$ cat src/rtl/stopwatch_pkg.sv
// Shared state encoding, display record and default timing constants for the stopwatch controller.
package stopwatch_pkg;

  typedef enum logic [1:0] {
    ST_IDLE    = 2'd0,
    ST_RUNNING = 2'd1,
    ST_LAP     = 2'd2,
    ST_PAUSED  = 2'd3
  } sw_state_t;

  typedef struct packed {
    logic [7:0] h;
    logic [7:0] m;
    logic [7:0] s;
  } hms_t;

  localparam int unsigned DEF_TICK_DIV   = 50_000_000;
  localparam int unsigned DEF_DEB_CYCLES = 500_000;

endpackage

$ cat src/rtl/stopwatch_ctrl_btn_cond.sv
// Button conditioner: 2-flop synchronizer, stability debounce, rising-edge event.
// A button already held when reset lifts is ignored until it has been seen released.
module btn_cond
  import stopwatch_pkg::*;
#(
  parameter int unsigned DEB_CYCLES = DEF_DEB_CYCLES
) (
  input  logic clk,
  input  logic reset,
  input  logic btn,
  output logic ev
);

  localparam int unsigned CW = $clog2(DEB_CYCLES + 1);
  localparam logic [CW-1:0] CNT_LAST = CW'(DEB_CYCLES - 1);

  logic          sync1;
  logic          sync2;
  logic          deb;
  logic          deb_prev;
  logic          armed;
  logic [CW-1:0] cnt;

  // The synchronizer keeps sampling through reset so a held button is already visible afterwards.
  always_ff @(posedge clk) begin
    sync1 <= btn;
    sync2 <= sync1;
  end

  always_ff @(posedge clk) begin
    if (reset) begin
      deb      <= 1'b0;
      deb_prev <= 1'b0;
      armed    <= 1'b0;
      cnt      <= '0;
    end else begin
      deb_prev <= deb;
      if (!sync2 && !deb)
        armed <= 1'b1;
      if (sync2 == deb) begin
        cnt <= '0;
      end else if (cnt == CNT_LAST) begin
        deb <= sync2;
        cnt <= '0;
      end else begin
        cnt <= cnt + CW'(1);
      end
    end
  end

  assign ev = deb & ~deb_prev & armed;

endmodule

$ cat src/rtl/stopwatch_ctrl.sv
// Stopwatch front panel: conditions three buttons, sequences the timer via one-cycle pulses,
// generates the advance strobe and freezes a lap snapshot on the display.
module stopwatch_ctrl
  import stopwatch_pkg::*;
#(
  parameter int unsigned TICK_DIV   = DEF_TICK_DIV,
  parameter int unsigned DEB_CYCLES = DEF_DEB_CYCLES
) (
  input  logic       clk,
  input  logic       reset,
  input  logic       btn_ss,
  input  logic       btn_lap,
  input  logic       btn_clr,
  input  logic [7:0] th,
  input  logic [7:0] tm,
  input  logic [7:0] ts,
  output logic       tmr_ss,
  output logic       tmr_clr,
  output logic       tick,
  output logic [7:0] disp_h,
  output logic [7:0] disp_m,
  output logic [7:0] disp_s,
  output logic [1:0] state
);

  localparam int unsigned PW = (TICK_DIV > 1) ? $clog2(TICK_DIV) : 1;
  localparam logic [PW-1:0] PRE_LAST = PW'(TICK_DIV - 1);

  sw_state_t     st;
  logic [PW-1:0] pre;
  hms_t          lap_q;
  hms_t          disp_q;
  hms_t          live;
  logic          ev_ss;
  logic          ev_lap;
  logic          ev_clr;

  btn_cond #(.DEB_CYCLES(DEB_CYCLES)) u_ss  (.clk(clk), .reset(reset), .btn(btn_ss),  .ev(ev_ss));
  btn_cond #(.DEB_CYCLES(DEB_CYCLES)) u_lap (.clk(clk), .reset(reset), .btn(btn_lap), .ev(ev_lap));
  btn_cond #(.DEB_CYCLES(DEB_CYCLES)) u_clr (.clk(clk), .reset(reset), .btn(btn_clr), .ev(ev_clr));

  assign live = '{h: th, m: tm, s: ts};

  // Each state tests only the events valid in it, in clr > ss > lap order.
  always_ff @(posedge clk) begin
    if (reset) begin
      st      <= ST_IDLE;
      tmr_ss  <= 1'b0;
      tmr_clr <= 1'b0;
      tick    <= 1'b0;
      pre     <= '0;
      lap_q   <= '0;
    end else begin
      tmr_ss  <= 1'b0;
      tmr_clr <= 1'b0;
      tick    <= 1'b0;
      if (st == ST_RUNNING || st == ST_LAP) begin
        if (pre == PRE_LAST) begin
          pre  <= '0;
          tick <= 1'b1;
        end else begin
          pre <= pre + PW'(1);
        end
      end
      case (st)
        ST_IDLE: begin
          if (ev_ss) begin
            st     <= ST_RUNNING;
            tmr_ss <= 1'b1;
          end
        end
        ST_RUNNING: begin
          if (ev_ss) begin
            st     <= ST_PAUSED;
            tmr_ss <= 1'b1;
          end else if (ev_lap) begin
            st    <= ST_LAP;
            lap_q <= live;
          end
        end
        ST_LAP: begin
          if (ev_ss) begin
            st     <= ST_PAUSED;
            tmr_ss <= 1'b1;
          end else if (ev_lap) begin
            st <= ST_RUNNING;
          end
        end
        ST_PAUSED: begin
          if (ev_clr) begin
            st      <= ST_IDLE;
            tmr_clr <= 1'b1;
            pre     <= '0;
          end else if (ev_ss) begin
            st     <= ST_RUNNING;
            tmr_ss <= 1'b1;
          end
        end
        default: st <= ST_IDLE;
      endcase
    end
  end

  always_ff @(posedge clk) begin
    if (reset)
      disp_q <= '0;
    else
      disp_q <= (st == ST_LAP) ? lap_q : live;
  end

  assign disp_h = disp_q.h;
  assign disp_m = disp_q.m;
  assign disp_s = disp_q.s;
  assign state  = st;

endmodule

$ cat config.mk
export PLATFORM = sky130hd
export DESIGN_NAME = stopwatch_ctrl
export DESIGN_NICKNAME = d
export VERILOG_FILES = /design/src/rtl/stopwatch_pkg.sv /design/src/rtl/stopwatch_ctrl_btn_cond.sv /design/src/rtl/stopwatch_ctrl.sv
export SDC_FILE = /design/constraint.sdc
export NUM_CORES = 1
export LEC_CHECK = 0
export CAP_MARGIN = 20
export CORE_MARGIN = 4
export CORE_UTILIZATION = 42
export CTS_CLUSTER_DIAMETER = 30
export CTS_CLUSTER_SIZE = 8
export DETAILED_ROUTE_END_ITERATION = 16
export PLACE_DENSITY = 0.71
export SLEW_MARGIN = 20
export SYNTH_ARGS = -nofsm -noshare
export SYNTH_HDL_FRONTEND = slang
export SYNTH_SLANG_ARGS = --single-unit
export TNS_END_PERCENT = 1
$ cat constraint.sdc
create_clock -name clk -period 3.4 [get_ports clk]
set_input_delay 0.34 -clock clk [delete_from_list [all_inputs] [get_ports clk]]
set_output_delay 0.34 -clock clk [all_outputs]
set_load 0.01 [all_outputs]
== Word-level counts from Yosys, hierarchy flattened ==
Cells that the tools add are included.
Operators by class
  add/subtract/negate cells: 4
  multiplexer cells: 17
  eq/ne operators: 12
  reduce and logical (&&, ||, !) cells: 22
  bitwise logic cells: 15
Operator list (count)
  26-bit two-way mux: 4
  19-bit by 1-bit adder with 19-bit output, second input constant: 3
  19-bit equality test, second input constant: 3
  26-bit by 1-bit adder with 26-bit output, second input constant: 1
  26-bit equality test, second input constant: 1
  24-bit two-way mux: 1
  2-bit two-way mux: 6
  3-bit OR reduction: 4
  1-bit inverter: 9
  2-bit case mux with 4 select lines: 1
  2-bit AND reduction: 4
  1-bit AND: 6
  1-bit zero test: 6
  3-bit inequality test, second input constant: 2
  2-bit equality test, second input constant: 2
  1-bit two-way mux: 4
  2-bit OR reduction: 2
  1-bit equality test: 3
  1-bit logical AND: 3
  3-bit AND reduction: 1
  2-bit by 1-bit equality test with 1-bit output, second input constant: 1
  2-bit zero test: 1
  1-bit case mux with 2 select lines: 1
  1-bit logical OR: 1
Word-level totals
  logic and storage cells: 99
  input bits: 29
  output and inout bits: 29
  flip-flop bits (word level): 151

== Longest topological paths before layout ==
  depth after elaboration: 6
  depth in mapped cells: 8
  gate-level depth less buffers: 6

== Cells and area by module ==
From an unflattened synthesis, not the netlist that was laid out.
Unflattened totals
  cells, all modules: 711
  area, all modules: 6278.5 um^2
Modules (own cells, without submodules)
  stopwatch_ctrl: seq. area each 1581.5 um^2, cells each 354, area an instance 3140.5 um^2, times used 1
  btn_cond: seq. area each 480.5 um^2, cells each 119, area an instance 1046.0 um^2, times used 3

== Least setup slack after synthesis ==
OpenSTA, ideal clock, no wires.
  kind: register to register
  start: register st[0] (netlist: state[0])
  end: register pre[0]
  data arrival time: 1942 ps
  clock period less this slack: 2059 ps
  library setup time: 117 ps
  path buffers: 2
  data required time: 3283 ps
  stages on the path, launching flop included: 9
  path slack: 1341 ps
  cell sequence: dfxtp_1 > inv_1 > ha_1 > and3_1 > buf_2 > nand2_1 > o31ai_2 > buf_2 > nor2_1
Between the ends
  word-level cells in the longest chain between the ends: 5
  elaborated cells on any way between the ends: 7
  classes of those cells: eq/ne (3); mux (3); reduce/logical (1)
Ends and longest elaborated chain
  start: declaration: line stopwatch_ctrl.sv:29  | sw_state_t st;
  start signal: assignment: line stopwatch_ctrl.sv:47  | st <= ST_IDLE;
  start signal: assignment: line stopwatch_ctrl.sv:68  | st <= ST_RUNNING;
  start signal: assignment: line stopwatch_ctrl.sv:74  | st <= ST_PAUSED;
  2-bit by 1-bit equality test with 1-bit output or 2-bit equality test (tied branches): line stopwatch_ctrl.sv:57  | if (st == ST_RUNNING || st == ST_LAP) begin
  1-bit logical OR: line stopwatch_ctrl.sv:57
  26-bit two-way mux: line stopwatch_ctrl.sv:57
  26-bit two-way mux: line stopwatch_ctrl.sv:90  | if (ev_clr) begin
  26-bit two-way mux (*): line stopwatch_ctrl.sv:65  | case (st)
  end signal: assignment: line stopwatch_ctrl.sv:62  | pre <= pre + PW'(1);
  end: declaration: line stopwatch_ctrl.sv:30  | logic [PW-1:0] pre;
Every way passes the cells marked *; elsewhere a longest branch is shown, timed or not.
A chain may end at the register's enable or synchronous reset.

== Worst setup path in the final report ==
  start: register st[0] (netlist: state[0])
  end: register pre[25]
Same word-level chain as after synthesis.

==> results.yml <==
status:
  status: "finished, final reports clean"
floorplanning:
  core.rowCount: 44
  start_util_pct: 42.8
  die-area_sq_um: 16800
  io_pins: 58
  fp.dieH_um: 130
  die_x_um: 130
  core_area_sq_um: 14500
critical_path:
  cp-startpoint: "state[0]"
  regToRegSetupSlack_ps: 970
  crit_end: "pre[25]"
  cp.depth: 6
  cp_num_buf_inv: 1
  cp_slowest_cell: "or4_1"
  crit_chain: "inv_1, ha_1, and3_1, nand4_1, or4_1, a21oi_1"
  r2r_cells: 6
  slowest_delay_ps: 600
  path_class: "flop to flop"
  required_ps: 3760
  reg2reg_from: "state[0]"
  cp_top_family: "simple AND/OR/NAND/NOR gates"
  endpoint_kind: "flop"
  worstPathArrival_ps: 2790
  timing.rr.end: "pre[25]"
  worstSetupStartpointType: "flop"
  path_max_fanout: 13
yosys:
  seq_area_frac_synth_pct: 48.6
  synthCells: 703
  synth_area_leaders: "dfxtp_1 49%, nor2_1 6.1%, nand2_1 4.5%"
  synth_edf_count: 0
  synth_cell_types: 50
  netlist.area_leader.share_pct: 48.6
  yosysTopAreaCell: "dfxtp_1"
  synth_nets: 743
  synth_flop_cell: "dfxtp_1"
  synthArstFlopShare_pct: 0
  synth_area_sq_um: 6220
  yosys_warnings: 0
  synth_area_per_cell_sq_um: 8.85
  synth_seq_cells: 151
detailed_routing:
  postRouteWirelength_um: 11500
  vias: 4867
  drc_errors: 0
  detail-route-antenna-nets: 0
  routedWlPerCell_um: 12.1
  via_per_inst: 5.12
  firstDrtPassIters: 4
  drtIter0Drc: 303
timing:
  setup_viol_count_final: 0
  fmax_ghz: 0.412
  finalClockSkew_ps: 8.11
  rsz0062_at_grt: "false"
  slew_headroom_pct: 38.1
  tns_ps: 0
  worst_pin_slew_ps: 928
  min_period_ps: 2430
  period_share_pct: 71.5
  finalHoldViolCount: 0
  slew_viol_final: 0
clock_tree:
  cts_max_level: 4
  cts.path.max_buffers: 2
  cts_tree: "yes"
  cts_root_buf: "clkbuf_16"
  cts_setup_buffers: 0
  clock_latency_ps: 420
  hold_buffers: 0
  cts_buffers: 17
  post_cts_resized: 0
  cts.sinks: 151
  clk_transition_reported_paths_ps: 60
global_route:
  grt_max_degree: 40
  grt_pass1_vias: 4380
  overflow: 0
  grt_pass1_wl_um: 19600
  grt_usage_pct: 14.3
  antenna_found_initial: 0
cells_and_area:
  final_cell_area_sq_um: 7510
  fill_cells: 1376
  nets: 795
  most-common-layout-cells: "151 x dfxtp_1, 101 x nor2_1, 74 x nand2_1, 56 x clkdlybuf4s50_1, 53 x a21oi_1"
  syn_to_final_growth_pct: 20.7
  diodes: 0
  drive_gt1_share_pct: 6.53
  final_common_cell: "dfxtp_1"
placed_design:
  io_buffer_count: 57
  dpl-instance-area_sq_um: 6930
  place.gp.congestion: 0.771
  post-dp-hpwl_um: 7650
flow_run:
  maxCapViolations: 0
power_and_ir_drop:
  power.density_nw_per_um2: 501
  p_leak_uw: 0.00247
  vdd_ir_drop_max_uv: 386
min_path:
  hp-class: "flop to flop"
-- worst min-delay path by stage --
stage	startpoint	end	slack, ps	cells after the start
2_1_floorplan	u_clr.sync1	u_clr.sync2	310	0
5_1_grt	u_ss.sync1	u_ss.sync2	330	0
3_3_place_gp	u_lap.sync1	u_lap.sync2	310	0
4_1_cts	u_ss.sync1	u_ss.sync2	330	0
6_report	u_lap.sync1	u_lap.sync2	330	0
3_5_place_dp	u_ss.sync1	u_ss.sync2	310	0
-- cell usage after synthesis (9+ instances only) --
cell type  instances
a21oi_1           53
and3_1            11
and4_1             9
buf_2             10
clkbuf_1          17
dfxtp_1          151
ha_1              11
inv_1             26
mux2i_1           25
nand2_1           74
nand3_1           25
nand4_1           25
nor2_1           101
nor4_1             9
o21ai_0           16
o31ai_1           10
or3_1             17
or4_1              9
xnor2_1           28
xor2_1            20
-- power by group --
part / switching (uW) / total, uW / leakage, uW / internal, uW
Sequential: 9.86 / 1800 / 0.00123 / 1800
Clock: 709 / 1820 / 0.000275 / 1110
Combinational: 62.4 / 133 / 0.000973 / 70.5
Total: 781 / 3760 / 0.00247 / 2980
-- worst register-to-register path, cell delays in order, from the launching register on --
cell and delay, ps:
dfxtp_1 410, inv_1 90, ha_1 390, and3_1 340
nand4_1 400, or4_1 600, a21oi_1 140
-- cell type report --
class | count | area [sq um] | area share, %
repair buffers | 62 | 603 | 8.03
well taps | 184 | 230 | 3.07
inverters | 26 | 97.6 | 1.30
flip-flops and latches | 151 | 3020 | 40.3
clock buffers | 20 | 457 | 6.08
multi-input cells | 497 | 2980 | 39.6
clock inverters | 10 | 123 | 1.63
-- registers in the layout, indices dropped and copies added (netlist names), 2 cells and up --
register,count
disp_s,8
pre,26
disp_m,8
lap_q,24
state,2
u_clr.cnt,19
disp_h,8
u_lap.cnt,19
u_ss.cnt,19
-- logic make-up after synthesis --
| logic type | after synthesis | share of synthesized area (%) |
|---|---|---|
| AND/OR/NAND/NOR | 317 | 25.7 |
| flip-flops | 151 | 48.6 |
| AO/OA/AOI/OAI | 94 | 8.77 |
| buffers and inverters | 55 | 3.60 |
| XOR/XNOR | 48 | 6.76 |
| multiplexers | 27 | 4.38 |
| adder cells (fa/ha/maj) | 11 | 2.21 |
-- per-layer routing --
metal	part of all wire, %	wire length, um	track usage (%)
met5	0	0	0
met4	1.5	168	5.75
met3	4.8	549	4.63
met2	44	5110	22.5
met1	49	5680	18.3
-- through the flow --
stage | utilization (%) | power, uW | hold slack, ps | setup WS (ps) | cells
floorplan | - | 1900 | 310 | 1340 | 703
global placement | 47.7 | 1980 | 311 | 1030 | 920
detailed placement | 47.7 | 1980 | 312 | 985 | 920
CTS | 51.7 | 3800 | 326 | 965 | 950
global route | 51.7 | 3890 | 327 | 770 | 950
finish | 51.7 | 3760 | 325 | 970 | 950
(Power assumes the default switching activity.)
